===== config.mk =====
export PLATFORM = sky130hd
export DESIGN_NAME = pipeline_hazard_ctrl_flat
export DESIGN_NICKNAME = d
export VERILOG_FILES = /design/src/rtl/pipeline_hazard_ctrl_if.sv /design/src/rtl/pipeline_hazard_ctrl.sv /design/src/flat_wrapper.sv
export SDC_FILE = /design/constraint.sdc
export NUM_CORES = 1
export LEC_CHECK = 0
export BUFFER_PORTS_ARGS = -buffer_cell sky130_fd_sc_hd__buf_4
export CORE_ASPECT_RATIO = 1.25
export CORE_MARGIN = 5
export CORE_UTILIZATION = 24
export CTS_BUF_LIST = sky130_fd_sc_hd__clkbuf_8
export DETAILED_ROUTE_END_ITERATION = 10
export GPL_TIMING_DRIVEN = 0
export PLACE_DENSITY = 0.49
export SETUP_SLACK_MARGIN = 0.2
export SYNTH_ARGS = -nofsm -noshare
export SYNTH_HDL_FRONTEND = slang
export SYNTH_SLANG_ARGS = --single-unit

===== constraint.sdc =====
create_clock -name clk -period 2.45 [get_ports clk]
set_clock_uncertainty 0.05 [all_clocks]
set_input_delay 0.49 -clock clk [delete_from_list [all_inputs] [get_ports clk]]
set_output_delay 0.49 -clock clk [all_outputs]
set_load 0.05 [all_outputs]

===== src/rtl/pipeline_hazard_ctrl_if.sv =====
// Hazard-controller bundle: ID/EX/MEM status from the datapath in,
// stage-register enables, clears and performance counters out.
interface pipeline_hazard_ctrl_if #(
    parameter int unsigned REG_ADDR_W = 3,
    parameter int unsigned CNT_W      = 16
);
    logic                  id_valid;
    logic [REG_ADDR_W-1:0] id_src_a;
    logic [REG_ADDR_W-1:0] id_src_b;
    logic                  id_uses_b;
    logic                  id_halt;
    logic                  ex_valid;
    logic                  ex_mem_read;
    logic [REG_ADDR_W-1:0] ex_dest;
    logic                  mem_branch_taken;
    logic                  mem_busy;

    logic                  pc_en;
    logic                  ifid_en;
    logic                  idex_en;
    logic                  exmem_en;
    logic                  memwb_en;
    logic                  ifid_clr;
    logic                  idex_clr;
    logic                  exmem_clr;
    logic                  halted;
    logic [CNT_W-1:0]      stall_count;
    logic [CNT_W-1:0]      flush_count;

    modport master (
        output id_valid, id_src_a, id_src_b, id_uses_b, id_halt,
        output ex_valid, ex_mem_read, ex_dest, mem_branch_taken, mem_busy,
        input  pc_en, ifid_en, idex_en, exmem_en, memwb_en,
        input  ifid_clr, idex_clr, exmem_clr, halted, stall_count, flush_count
    );

    modport slave (
        input  id_valid, id_src_a, id_src_b, id_uses_b, id_halt,
        input  ex_valid, ex_mem_read, ex_dest, mem_branch_taken, mem_busy,
        output pc_en, ifid_en, idex_en, exmem_en, memwb_en,
        output ifid_clr, idex_clr, exmem_clr, halted, stall_count, flush_count
    );
endinterface


===== src/rtl/pipeline_hazard_ctrl.sv =====
// Central sequencer for a 5-stage pipeline: load-use stalls, MEM-resolved branch
// flushes, data-memory freeze, halt drain, plus saturating stall/flush counters.
module pipeline_hazard_ctrl #(
    parameter int unsigned REG_ADDR_W   = 3,
    parameter int unsigned DRAIN_CYCLES = 3,
    parameter int unsigned CNT_W        = 16
) (
    input logic                   clk,
    input logic                   reset,
    pipeline_hazard_ctrl_if.slave hz
);
    localparam int unsigned DrainW = (DRAIN_CYCLES < 2) ? 1 : $clog2(DRAIN_CYCLES + 1);

    typedef enum logic [1:0] {StRun, StDrain, StHalted} state_e;

    state_e                state_q;
    logic [DrainW-1:0]     drain_q;
    logic [CNT_W-1:0]      stall_q;
    logic [CNT_W-1:0]      flush_q;

    logic [REG_ADDR_W-1:0] src_a, src_b, ex_dest;
    logic                  lu, busy, br, halt_go;
    logic                  stall_inc, flush_inc;
    logic [4:0]            en;   // {pc, ifid, idex, exmem, memwb}
    logic [2:0]            clr;  // {ifid, idex, exmem}
    logic                  halted;

    assign src_a   = hz.id_src_a;
    assign src_b   = hz.id_src_b;
    assign ex_dest = hz.ex_dest;
    assign busy    = hz.mem_busy;
    assign br      = hz.mem_branch_taken;
    assign halt_go = hz.id_valid & hz.id_halt;

    always_comb begin
        lu = hz.ex_valid & hz.ex_mem_read & (ex_dest != '0) & hz.id_valid &
             ((src_a == ex_dest) | (hz.id_uses_b & (src_b == ex_dest)));
        en        = 5'b11111;
        clr       = 3'b000;
        halted    = 1'b0;
        stall_inc = 1'b0;
        flush_inc = 1'b0;
        if (!reset) begin
            en  = 5'b00000;
            clr = 3'b111;
        end else begin
            unique case (state_q)
                StHalted: begin
                    en     = 5'b00000;
                    halted = 1'b1;
                end
                StRun, StDrain: begin
                    if (busy) begin
                        en        = 5'b00000;
                        stall_inc = 1'b1;
                    end else if (br) begin
                        clr       = 3'b111;
                        flush_inc = 1'b1;
                    end else if ((state_q == StDrain) || lu || halt_go) begin
                        // Hold PC and IF/ID, bubble into ID/EX, let older stages retire.
                        en        = 5'b00111;
                        clr       = 3'b010;
                        stall_inc = lu;
                    end
                end
                default: begin
                    en = 5'b00000;
                end
            endcase
        end
    end

    assign hz.pc_en       = en[4];
    assign hz.ifid_en     = en[3];
    assign hz.idex_en     = en[2];
    assign hz.exmem_en    = en[1];
    assign hz.memwb_en    = en[0];
    assign hz.ifid_clr    = clr[2];
    assign hz.idex_clr    = clr[1];
    assign hz.exmem_clr   = clr[0];
    assign hz.halted      = halted;
    assign hz.stall_count = stall_q;
    assign hz.flush_count = flush_q;

    always_ff @(posedge clk or negedge reset) begin
        if (!reset) begin
            state_q <= StRun;
            drain_q <= '0;
            stall_q <= '0;
            flush_q <= '0;
        end else begin
            if (stall_inc && (stall_q != '1)) stall_q <= stall_q + CNT_W'(1);
            if (flush_inc && (flush_q != '1)) flush_q <= flush_q + CNT_W'(1);
            unique case (state_q)
                StRun: begin
                    if (!busy && !br && !lu && halt_go) begin
                        state_q <= StDrain;
                        drain_q <= DrainW'(DRAIN_CYCLES);
                    end
                end
                StDrain: begin
                    if (!busy) begin
                        if (br) begin
                            // Halt was fetched down the wrong path.
                            state_q <= StRun;
                            drain_q <= '0;
                        end else begin
                            drain_q <= drain_q - DrainW'(1);
                            if (drain_q == DrainW'(1)) state_q <= StHalted;
                        end
                    end
                end
                default: ;
            endcase
        end
    end
endmodule


===== src/flat_wrapper.sv =====
// flat-port wrapper written by rule: the top's interface ports become plain ports
module pipeline_hazard_ctrl_flat 
#(
    parameter int unsigned REG_ADDR_W   = 3,
    parameter int unsigned DRAIN_CYCLES = 3,
    parameter int unsigned CNT_W        = 16
)
  (clk, reset, hz_id_valid, hz_id_src_a, hz_id_src_b, hz_id_uses_b, hz_id_halt, hz_ex_valid, hz_ex_mem_read, hz_ex_dest, hz_mem_branch_taken, hz_mem_busy, hz_pc_en, hz_ifid_en, hz_idex_en, hz_exmem_en, hz_memwb_en, hz_ifid_clr, hz_idex_clr, hz_exmem_clr, hz_halted, hz_stall_count, hz_flush_count);
  pipeline_hazard_ctrl_if #(.REG_ADDR_W(REG_ADDR_W), .CNT_W(CNT_W)) hz_i ();
  input logic clk;
  input logic reset;
  input wire logic [$bits(hz_i.id_valid)-1:0] hz_id_valid;
  input wire logic [$bits(hz_i.id_src_a)-1:0] hz_id_src_a;
  input wire logic [$bits(hz_i.id_src_b)-1:0] hz_id_src_b;
  input wire logic [$bits(hz_i.id_uses_b)-1:0] hz_id_uses_b;
  input wire logic [$bits(hz_i.id_halt)-1:0] hz_id_halt;
  input wire logic [$bits(hz_i.ex_valid)-1:0] hz_ex_valid;
  input wire logic [$bits(hz_i.ex_mem_read)-1:0] hz_ex_mem_read;
  input wire logic [$bits(hz_i.ex_dest)-1:0] hz_ex_dest;
  input wire logic [$bits(hz_i.mem_branch_taken)-1:0] hz_mem_branch_taken;
  input wire logic [$bits(hz_i.mem_busy)-1:0] hz_mem_busy;
  output wire logic [$bits(hz_i.pc_en)-1:0] hz_pc_en;
  output wire logic [$bits(hz_i.ifid_en)-1:0] hz_ifid_en;
  output wire logic [$bits(hz_i.idex_en)-1:0] hz_idex_en;
  output wire logic [$bits(hz_i.exmem_en)-1:0] hz_exmem_en;
  output wire logic [$bits(hz_i.memwb_en)-1:0] hz_memwb_en;
  output wire logic [$bits(hz_i.ifid_clr)-1:0] hz_ifid_clr;
  output wire logic [$bits(hz_i.idex_clr)-1:0] hz_idex_clr;
  output wire logic [$bits(hz_i.exmem_clr)-1:0] hz_exmem_clr;
  output wire logic [$bits(hz_i.halted)-1:0] hz_halted;
  output wire logic [$bits(hz_i.stall_count)-1:0] hz_stall_count;
  output wire logic [$bits(hz_i.flush_count)-1:0] hz_flush_count;
  assign hz_i.id_valid = hz_id_valid;
  assign hz_i.id_src_a = hz_id_src_a;
  assign hz_i.id_src_b = hz_id_src_b;
  assign hz_i.id_uses_b = hz_id_uses_b;
  assign hz_i.id_halt = hz_id_halt;
  assign hz_i.ex_valid = hz_ex_valid;
  assign hz_i.ex_mem_read = hz_ex_mem_read;
  assign hz_i.ex_dest = hz_ex_dest;
  assign hz_i.mem_branch_taken = hz_mem_branch_taken;
  assign hz_i.mem_busy = hz_mem_busy;
  assign hz_pc_en = hz_i.pc_en;
  assign hz_ifid_en = hz_i.ifid_en;
  assign hz_idex_en = hz_i.idex_en;
  assign hz_exmem_en = hz_i.exmem_en;
  assign hz_memwb_en = hz_i.memwb_en;
  assign hz_ifid_clr = hz_i.ifid_clr;
  assign hz_idex_clr = hz_i.idex_clr;
  assign hz_exmem_clr = hz_i.exmem_clr;
  assign hz_halted = hz_i.halted;
  assign hz_stall_count = hz_i.stall_count;
  assign hz_flush_count = hz_i.flush_count;
  pipeline_hazard_ctrl #(.REG_ADDR_W(REG_ADDR_W), .DRAIN_CYCLES(DRAIN_CYCLES), .CNT_W(CNT_W)) u_core (.clk(clk), .reset(reset), .hz(hz_i));
endmodule

==> results of run 1 <==
==> through the flow <==
step	total power [uW]	area, um^2	cells
floorplan	1560	1940	187
global placement	1870	2490	340
detailed placement	1880	2490	340
CTS	2320	2640	353
global route	2420	2660	354
finish	2270	2660	354
==> synthesized netlist by cell type (all sizes together) <==
library cell	count	share of area
o21bai	1	0.0040
nand2	19	0.038
or2	1	0.0033
and4	4	0.020
and3	4	0.013
o21a	1	0.0040
nor2b	1	0.0033
nand4	12	0.043
o21ai	4	0.011
ha	3	0.020
clkbuf	1	0.0020
a31o	1	0.0046
a31oi	1	0.0033
or3	2	0.0066
nand3	10	0.026
a21oi	1	0.0046
nand2b	4	0.013
nor3b	1	0.0040
nor2	9	0.018
o2111ai	1	0.0046
a21boi	1	0.0040
inv	7	0.014
xnor2	20	0.092
dfrtp	36	0.48
mux2	2	0.014
a211oi	1	0.0040
nor4	4	0.013
nor3	9	0.024
o31ai	2	0.0079
and2	2	0.0066
xor2	16	0.074
buf	6	0.026
==> worst min-delay path by stage <==
stage,slack (ns),endpoint
detailed placement,0.43,u_core.drain_q[1]
global placement,0.43,u_core.drain_q[1]
global route,0.08,u_core.hz.stall_count[8]
finish,0.06,u_core.hz.stall_count[5]
floorplan,0.14,u_core.drain_q[0]
CTS,0.15,u_core.hz.stall_count[4]
==> state kept, by name, summed over array words and instances, names as in the netlist <==
register,flops
u_core.drain_q,2
u_core.hz.flush_count,16
u_core.hz.stall_count,16
u_core.state_q,2
==> kinds of logic (layout without fill, tap and decap cells) <==
group,Yosys count,count (layout),synth area share
compound gates,14,14,0.0515
xor+xnor,36,36,0.166
simple gates,82,82,0.232
buf+inv,14,86,0.0416
mux,2,2,0.0139
fa+ha+maj,3,3,0.0198
flops,36,36,0.475
==> report_power, final <==
part | internal [uW] | leakage (uW) | total [uW] | switching [uW]
registers | 723 | 0.000456 | 871 | 148
clock network | 191 | 0.0000505 | 396 | 205
logic | 358 | 0.000740 | 1010 | 648
total | 1270 | 0.00125 | 2270 | 1000
==> cell type report <==
class	count	area share
buffer	7	0.0211
clock buffer	5	0.0258
clock inverter	3	0.00470
inverter	7	0.00986
multi-input combinational	137	0.363
sequential	36	0.341
tap	95	0.0446
timing repair buffer	64	0.190
==> per-layer routing <==
metal / up-vias / share of wire / track usage
li1: 785 / - / -
met1: 774 / 0.45 / 0.133
met2: 42 / 0.47 / 0.155
met3: 7 / 0.065 / 0.0247
met4: 0 / 0.019 / 0.0404
met5: - / 0 / 0
==> what timing repair did <==
item,4_1_cts,5_1_grt
gates resized for setup,8,4
pin swaps,4,3
endpoints found under the setup margin,11,4
setup buffers,5,1
==> results.json, run 1 <==
{
  "drv_cap": 0,
  "grt_max_degree": 43,
  "worst_pin_slew_ns": 0.606,
  "setup-tns-final_ns": 0,
  "syn_area_per_cell_um2": 10.1,
  "grt_pass1_wl_um": 7770,
  "cp_top_family": "simple AND/OR/NAND/NOR gates",
  "clockBufferDepth": 2,
  "rsz0062_at_grt": "yes",
  "critPathRequiredTime_ns": 1.91,
  "relSlewSlack": 0.593,
  "final_common_cell": "buf_4",
  "synth_cell_types": 36,
  "critPathLaunch": "hz_ex_dest[2]",
  "drt_iter0_markers": 35,
  "utilization": 0.344,
  "port_buffers": 58,
  "crit_slowest_cell": "or3_1",
  "vias": 1608,
  "syn_nets": 208,
  "r2r_setup_slack_ns": 0.39,
  "n_antenna_cell": 0,
  "min_period_ns": 2.24,
  "drt_wl_total_um": 4630,
  "startpoint_type": "input pin",
  "synth_warnings": 0,
  "cts_root_buf": "clkbuf_8",
  "r2r-start": "u_core.hz.stall_count[0]",
  "setup.worst_path.end_class": "primary output",
  "drive_gt1_frac": 0.367,
  "setup_viol": 0,
  "reg2regPathDepth": 7,
  "die_x_um": 89.5,
  "clk_latency_ns": 0.28,
  "netlist_instances": 187,
  "hold_violations": 0,
  "cp.arrival_ns": 1.70,
  "wire_per_inst_um": 13.1,
  "maxClockFrequency_mhz": 446,
  "register_area_um2": 907,
  "postLayoutSetupSlackWorst_ns": 0.210,
  "initial_utilization": 0.245,
  "syn2layout_area_growth_pct": 40.5,
  "drcViolationCount": 0,
  "ys_seq_elements": 36,
  "post-place-ws_ns": 0.0657,
  "clk_pin_slew_ns": 0.07,
  "r2r-end": "u_core.hz.stall_count[1]",
  "crit_path_frequent_cell": "buf_8",
  "fillers": 818,
  "slowest_delay_ns": 0.36,
  "grt_use_total": 0.100,
  "multiInputGateArea_um2": 967,
  "cts_sinks": 36,
  "core_um2": 7750,
  "ctsHoldBuffers": 0,
  "pwr_density_cell_nw_per_um2": 853,
  "dpl.hpwl_um": 3390,
  "place_congestion": 0.763,
  "htree_levels": 2,
  "fin_crit_sh": 0.914,
  "ant_nets": 0,
  "critPathBufInv": 3,
  "endpoint": "hz_pc_en",
  "hp-class": "in2async",
  "p_leak_uw": 0.00125,
  "crit_chain": "buf_8 > or3_1 > nand4_1 > o21bai_4 > nand3_4 > a21boi_4 > buf_6 > buf_8",
  "vdd_drop_max_v": 0.000440,
  "worstSetupPathType": "in2out",
  "final_cell_mix": "buf_4 (63), dfrtp_1 (31), xnor2_1 (20), nand2_1 (19), xor2_1 (16)",
  "cp_max_fo": 3,
  "die_h_um": 109,
  "ys_seq_area_frac": 0.475,
  "status": "finished clean",
  "ios": 59,
  "vias_per_cell": 4.54,
  "row_count": 36,
  "cts_buffers": 5,
  "whs_ns": 0.0628,
  "first_pass_iters": 3,
  "cp.depth": 8,
  "grt_pass1_vias": 1611,
  "drv_slew": 0,
  "syn_area_um2": 1900,
  "die-area_um2": 9790,
  "cts_tree": "done",
  "overflow": 0,
  "final_nets": 279,
  "antenna_found_initial": 0
}
No activity file was read; power rests on OpenSTA's default activity.
==> run 2, diff against run 1 <==
--- a/config.mk
+++ b/config.mk
@@ -13,6 +13,7 @@
 export DETAILED_ROUTE_END_ITERATION = 10
 export GPL_TIMING_DRIVEN = 0
 export PLACE_DENSITY = 0.49
+export REMOVE_ABC_BUFFERS = 1
 export SETUP_SLACK_MARGIN = 0.2
 export SYNTH_ARGS = -nofsm -noshare
 export SYNTH_HDL_FRONTEND = slang
==> run 2 against run 1 <==
Cell count down 2.3%. Critical endpoint is now hz_idex_clr. Flip-flop and latch count unchanged. First-iteration DRC count increased by 37%. Power is 0.13% higher. Largest power group unchanged.
==> results.json, run 2 (synthesis results as in run 1) <==
{
  "status": "finished clean",
  "syn2layout_area_growth_pct": 37.0,
  "drcViolationCount": 0,
  "rsz0062_at_grt": "yes",
  "cts_root_buf": "clkbuf_8",
  "utilization": 0.335,
  "place_congestion": 0.714,
  "wire_per_inst_um": 12.8,
  "grt_pass1_wl_um": 7270,
  "setup.worst_path.end_class": "primary output",
  "final_cells": 346,
  "p_sw_frac": 0.439,
  "cp.arrival_ns": 1.66,
  "vdd_drop_max_v": 0.000330,
  "combPwrFrac": 0.425,
  "p_sw_uw": 999,
  "final_nets": 271,
  "critPathRequiredTime_ns": 1.91,
  "clk_pin_slew_ns": 0.07,
  "min_period_ns": 2.20,
  "startpoint_type": "input pin",
  "die-area_um2": 9790,
  "maxClockFrequency_mhz": 454,
  "die_x_um": 89.5,
  "final_cell_mix": "buf_4 (57), dfrtp_1 (36), xnor2_1 (20), nand2_1 (19), xor2_1 (16)",
  "fin_crit_sh": 0.899,
  "vias": 1561,
  "grt_use_total": 0.0942,
  "cts_tree": "done",
  "setup_viol": 0,
  "row_count": 36,
  "port_buffers": 58,
  "drive_gt1_frac": 0.327,
  "first_pass_iters": 4,
  "p_int_uw": 1280,
  "core_um2": 7750,
  "n_antenna_cell": 0,
  "pwr_density_cell_nw_per_um2": 876,
  "ctsHoldBuffers": 0,
  "worst_pin_slew_ns": 0.615,
  "final_common_cell": "buf_4",
  "hp-class": "in2async",
  "grt_max_degree": 43,
  "htree_levels": 2,
  "cts_buffers": 5,
  "worstSetupPathType": "in2out",
  "cp_max_fo": 3,
  "overflow": 0,
  "p_clk_frac": 0.186,
  "dp.cells": 333,
  "vias_per_cell": 4.51,
  "antenna_found_initial": 0,
  "initial_utilization": 0.245,
  "drv_slew": 0,
  "ios": 59,
  "drv_cap": 0,
  "clk_latency_ns": 0.28,
  "hold_violations": 0,
  "clockBufferDepth": 2,
  "p_leak_uw": 0.00122,
  "seqPwrFrac": 0.388,
  "grt_pass1_vias": 1534,
  "ant_nets": 0,
  "dpl.hpwl_um": 3330,
  "drt_iter0_markers": 48,
  "relSlewSlack": 0.586,
  "drt_wl_total_um": 4420,
  "die_h_um": 109,
  "cts_sinks": 36
}
run 2: layout make-up:
class                           count  area, um^2
Clock buffer                        6        82.6
Clock inverter                      2        7.51
Fill cell                         837        5150
Inverter                            7        26.3
Multi-Input combinational cell    137         962
Sequential cell                    36         901
Tap cell                           95         119
Timing Repair Buffer               63         499
run 2: power groups by stage:
| stage | clock network, uW | registers, uW | logic [uW] |
|---|---|---|---|
| floorplan | 0 | 1180 | 330 |
| global placement | 0 | 892 | 936 |
| detailed placement | 0 | 893 | 944 |
| CTS | 443 | 886 | 978 |
| global route | 468 | 909 | 1040 |
| finish | 424 | 884 | 968 |
run 2: what timing repair did:
| item | 4_1_cts | 5_1_grt |
|---|---|---|
| pin swaps | 4 | 3 |
| setup endpoints to repair | 19 | 14 |
| buffers inserted | 4 | 1 |
| gates resized for setup | 13 | 5 |
run 2: worst max-delay path: stages:
cell and delay, ns:
buf_8 0.09, or3_1 0.35, nand4_1 0.10, o21bai_4 0.14
nand3_2 0.09, o21ai_1 0.14, nand2_1 0.08, buf_6 0.17
run 2: worst paths after layout:
kind,slack [ns],cells after the start,from,end
max,0.25,8,hz_ex_dest[2],hz_idex_clr
min,0.06,1,reset,u_core.hz.flush_count[7]
max reg2reg,0.40,8,u_core.hz.stall_count[0],u_core.hz.stall_count[14]
min reg2reg,0.45,1,u_core.hz.flush_count[9],u_core.hz.flush_count[9]
max in group asynchronous,2.02,1,reset,u_core.hz.stall_count[3]
min in group clk,0.45,1,u_core.hz.flush_count[9],u_core.hz.flush_count[9]
run 2: through the flow:
step | total power (uW) | hold slack (ns) | cell area [um^2] | worst slack (ns) | setup TNS, ns
finish | 2280 | 0.0569 | 2600 | 0.248 | 0
global route | 2410 | 0.0730 | 2600 | 0.130 | 0
CTS | 2310 | 0.0611 | 2570 | 0.201 | 0
detailed placement | 1840 | 0.441 | 2400 | -0.0685 | -0.0803
global placement | 1830 | 0.426 | 2400 | -0.107 | -0.271
floorplan | 1510 | 0.144 | 1840 | -2.26 | -6.14
run 2: per-layer routing:
layer	wire length, um	vias to the layer above	track usage
met1	1830	740	0.112
li1	-	771	-
met2	2250	43	0.164
met5	0	-	0
met3	248	7	0.0180
met4	90	0	0.0383
==> run 3, diff against run 2 <==
--- a/config.mk
+++ b/config.mk
@@ -8,11 +8,11 @@
 export BUFFER_PORTS_ARGS = -buffer_cell sky130_fd_sc_hd__buf_4
 export CORE_ASPECT_RATIO = 1.25
 export CORE_MARGIN = 5
-export CORE_UTILIZATION = 24
+export CORE_UTILIZATION = 40
 export CTS_BUF_LIST = sky130_fd_sc_hd__clkbuf_8
 export DETAILED_ROUTE_END_ITERATION = 10
 export GPL_TIMING_DRIVEN = 0
-export PLACE_DENSITY = 0.49
+export PLACE_DENSITY = 0.7
 export REMOVE_ABC_BUFFERS = 1
 export SETUP_SLACK_MARGIN = 0.2
 export SYNTH_ARGS = -nofsm -noshare
==> constraint.sdc (replaced) <==
create_clock -name clk -period 2.45 [get_ports clk]
set_clock_uncertainty 0.05 [all_clocks]
set_input_delay 0.1225 -clock clk [delete_from_list [all_inputs] [get_ports clk]]
set_output_delay 0.1225 -clock clk [all_outputs]
set_load 0.05 [all_outputs]
==> run 3 against run 2 <==
Sequential power about the same. Utilization up 20 points. Die area down 36%. Register-to-register slack worse by 0.02 ns. Worst hold slack better by 0.051 ns. Wire length down 6.6%. Largest power group unchanged.
==> results.json, run 3 (synthesis results as in run 1) <==
{
  "status": "finished clean",
  "initial_utilization": 0.407,
  "pwr_density_cell_nw_per_um2": 900,
  "top_layer": "met4",
  "wl_met3_um": 273,
  "cp.arrival_ns": 2.20,
  "grt_max_degree": 43,
  "min_period_ns": 2.07,
  "worstHoldEndpoint": "u_core.state_q[0]",
  "drt_wl_total_um": 4130,
  "final_cell_mix": "buf_4 (60), dfrtp_1 (36), xnor2_1 (20), nand2_1 (19), xor2_1 (16)",
  "core_um2": 4660,
  "hp-class": "in2reg",
  "die_h_um": 87.0,
  "wl_met2_um": 2020,
  "ios": 59,
  "hold_violations": 0,
  "first_pass_iters": 4,
  "grt_pass1_vias": 1550,
  "postLayoutSetupSlackWorst_ns": 0.378,
  "rsz0062_at_grt": "no",
  "die_x_um": 71.6,
  "setup.worst_path.end_class": "register",
  "syn2layout_area_growth_pct": 32.1,
  "clk_latency_ns": 0.28,
  "drv_slew": 0,
  "drv_cap": 0,
  "cts_buffers": 5,
  "place_congestion": 0.745,
  "dpl.hpwl_um": 3090,
  "crit_slowest_cell": "nor4_2",
  "fillers": 462,
  "final_nets": 270,
  "cts_tree": "done",
  "relSlewSlack": 0.613,
  "drt-met1-wl_um": 1750,
  "final_common_cell": "buf_4",
  "setup-tns-final_ns": 0,
  "critPathBufInv": 1,
  "maxClockFrequency_mhz": 483,
  "cp_top_family": "simple AND/OR/NAND/NOR gates",
  "grt_use_total": 0.141,
  "vias": 1578,
  "reg2regPathDepth": 7,
  "htree_levels": 2,
  "slowest_delay_ns": 0.42,
  "r2r-end": "u_core.hz.stall_count[1]",
  "hold_depth": 3,
  "clockBufferDepth": 2,
  "fin_crit_sh": 0.846,
  "clk_pin_slew_ns": 0.07,
  "n_antenna_cell": 0,
  "wire_per_inst_um": 13.3,
  "cp_max_fo": 6,
  "vdd_drop_max_v": 0.000475,
  "setup_viol": 0,
  "ant_nets": 0,
  "r2r_setup_slack_ns": 0.38,
  "vias_per_cell": 5.09,
  "startpoint_type": "register",
  "drcViolationCount": 0,
  "worstSetupPathType": "reg2reg",
  "drt_iter0_markers": 73,
  "post-place-ws_ns": 0.0112,
  "crit_chain": "ha_1 > nand3_1 > nor4_2 > nor3b_1 > a21oi_4 > buf_4 > mux2_2",
  "die-area_um2": 6220,
  "antenna_found_initial": 0,
  "min_from": "hz_id_valid",
  "critPathRequiredTime_ns": 2.57,
  "grt_pass1_wl_um": 6980,
  "worst_pin_slew_ns": 0.576,
  "p_leak_uw": 0.00121,
  "row_count": 28,
  "overflow": 0,
  "r2r-start": "u_core.hz.stall_count[0]",
  "cts_root_buf": "clkbuf_8",
  "port_buffers": 58,
  "cts_sinks": 36,
  "drive_gt1_frac": 0.308
}
run 3: final cells by class:
cell class	count	area [um^2]	share of cell area
Multi-Input combinational cell	137	938	0.375
Sequential cell	36	901	0.360
Timing Repair Buffer	62	474	0.189
Clock buffer	6	82.6	0.0330
Tap cell	60	75.1	0.0300
Inverter	7	26.3	0.0105
Clock inverter	2	7.51	0.00300
run 3: worst reg2reg max path, stage by stage, from the launching register on:
cell and delay, ns:
dfrtp_1 0.40, ha_1 0.19, nand3_1 0.14, nor4_2 0.43
nor3b_1 0.14, a21oi_4 0.14, buf_4 0.15, mux2_2 0.33
run 3: where the power goes:
group	internal, uW	total, uW	switching (uW)
sequential	718	881	164
clock	221	419	198
combinational	329	953	625
run 3: worst max-delay path by stage:
stage / endpoint / cells after the start / slack, ns / from
4_1_cts: u_core.hz.stall_count[13] / 8 / 0.22 / reset
3_5_place_dp: u_core.hz.stall_count[1] / 6 / 0.01 / u_core.hz.stall_count[0]
6_report: u_core.hz.stall_count[1] / 7 / 0.38 / u_core.hz.stall_count[0]
2_1_floorplan: hz_ifid_en / 3 / -1.81 / u_core.state_q[1]
5_1_grt: u_core.hz.stall_count[14] / 8 / 0.21 / reset
3_3_place_gp: u_core.hz.stall_count[1] / 6 / 0.04 / u_core.hz.stall_count[0]
run 3: what timing repair did:
action                                 CTS  global route
hold buffers                             1             0
setup endpoints to repair               15            22
pin swaps                                1             0
gates resized for setup                  1             6
setup buffers                            3             0
endpoints found under the hold margin   36             0
run 3: metal layers:
metal	track usage	up-vias
li1	-	766
met1	0.168	756
met2	0.237	48
met3	0.0323	8
met4	0.0667	0
met5	0	-
run 3: through the flow:
stage	total power [uW]	cell area [um^2]	hold slack, ns	util	instances
floorplan	1510	1840	-0.223	-	180
global placement	1810	2350	0.0741	0.505	298
detailed placement	1830	2350	0.0757	0.505	298
CTS	2270	2480	0.102	0.533	310
global route	2400	2500	0.107	0.538	310
finish	2250	2500	0.108	0.538	310
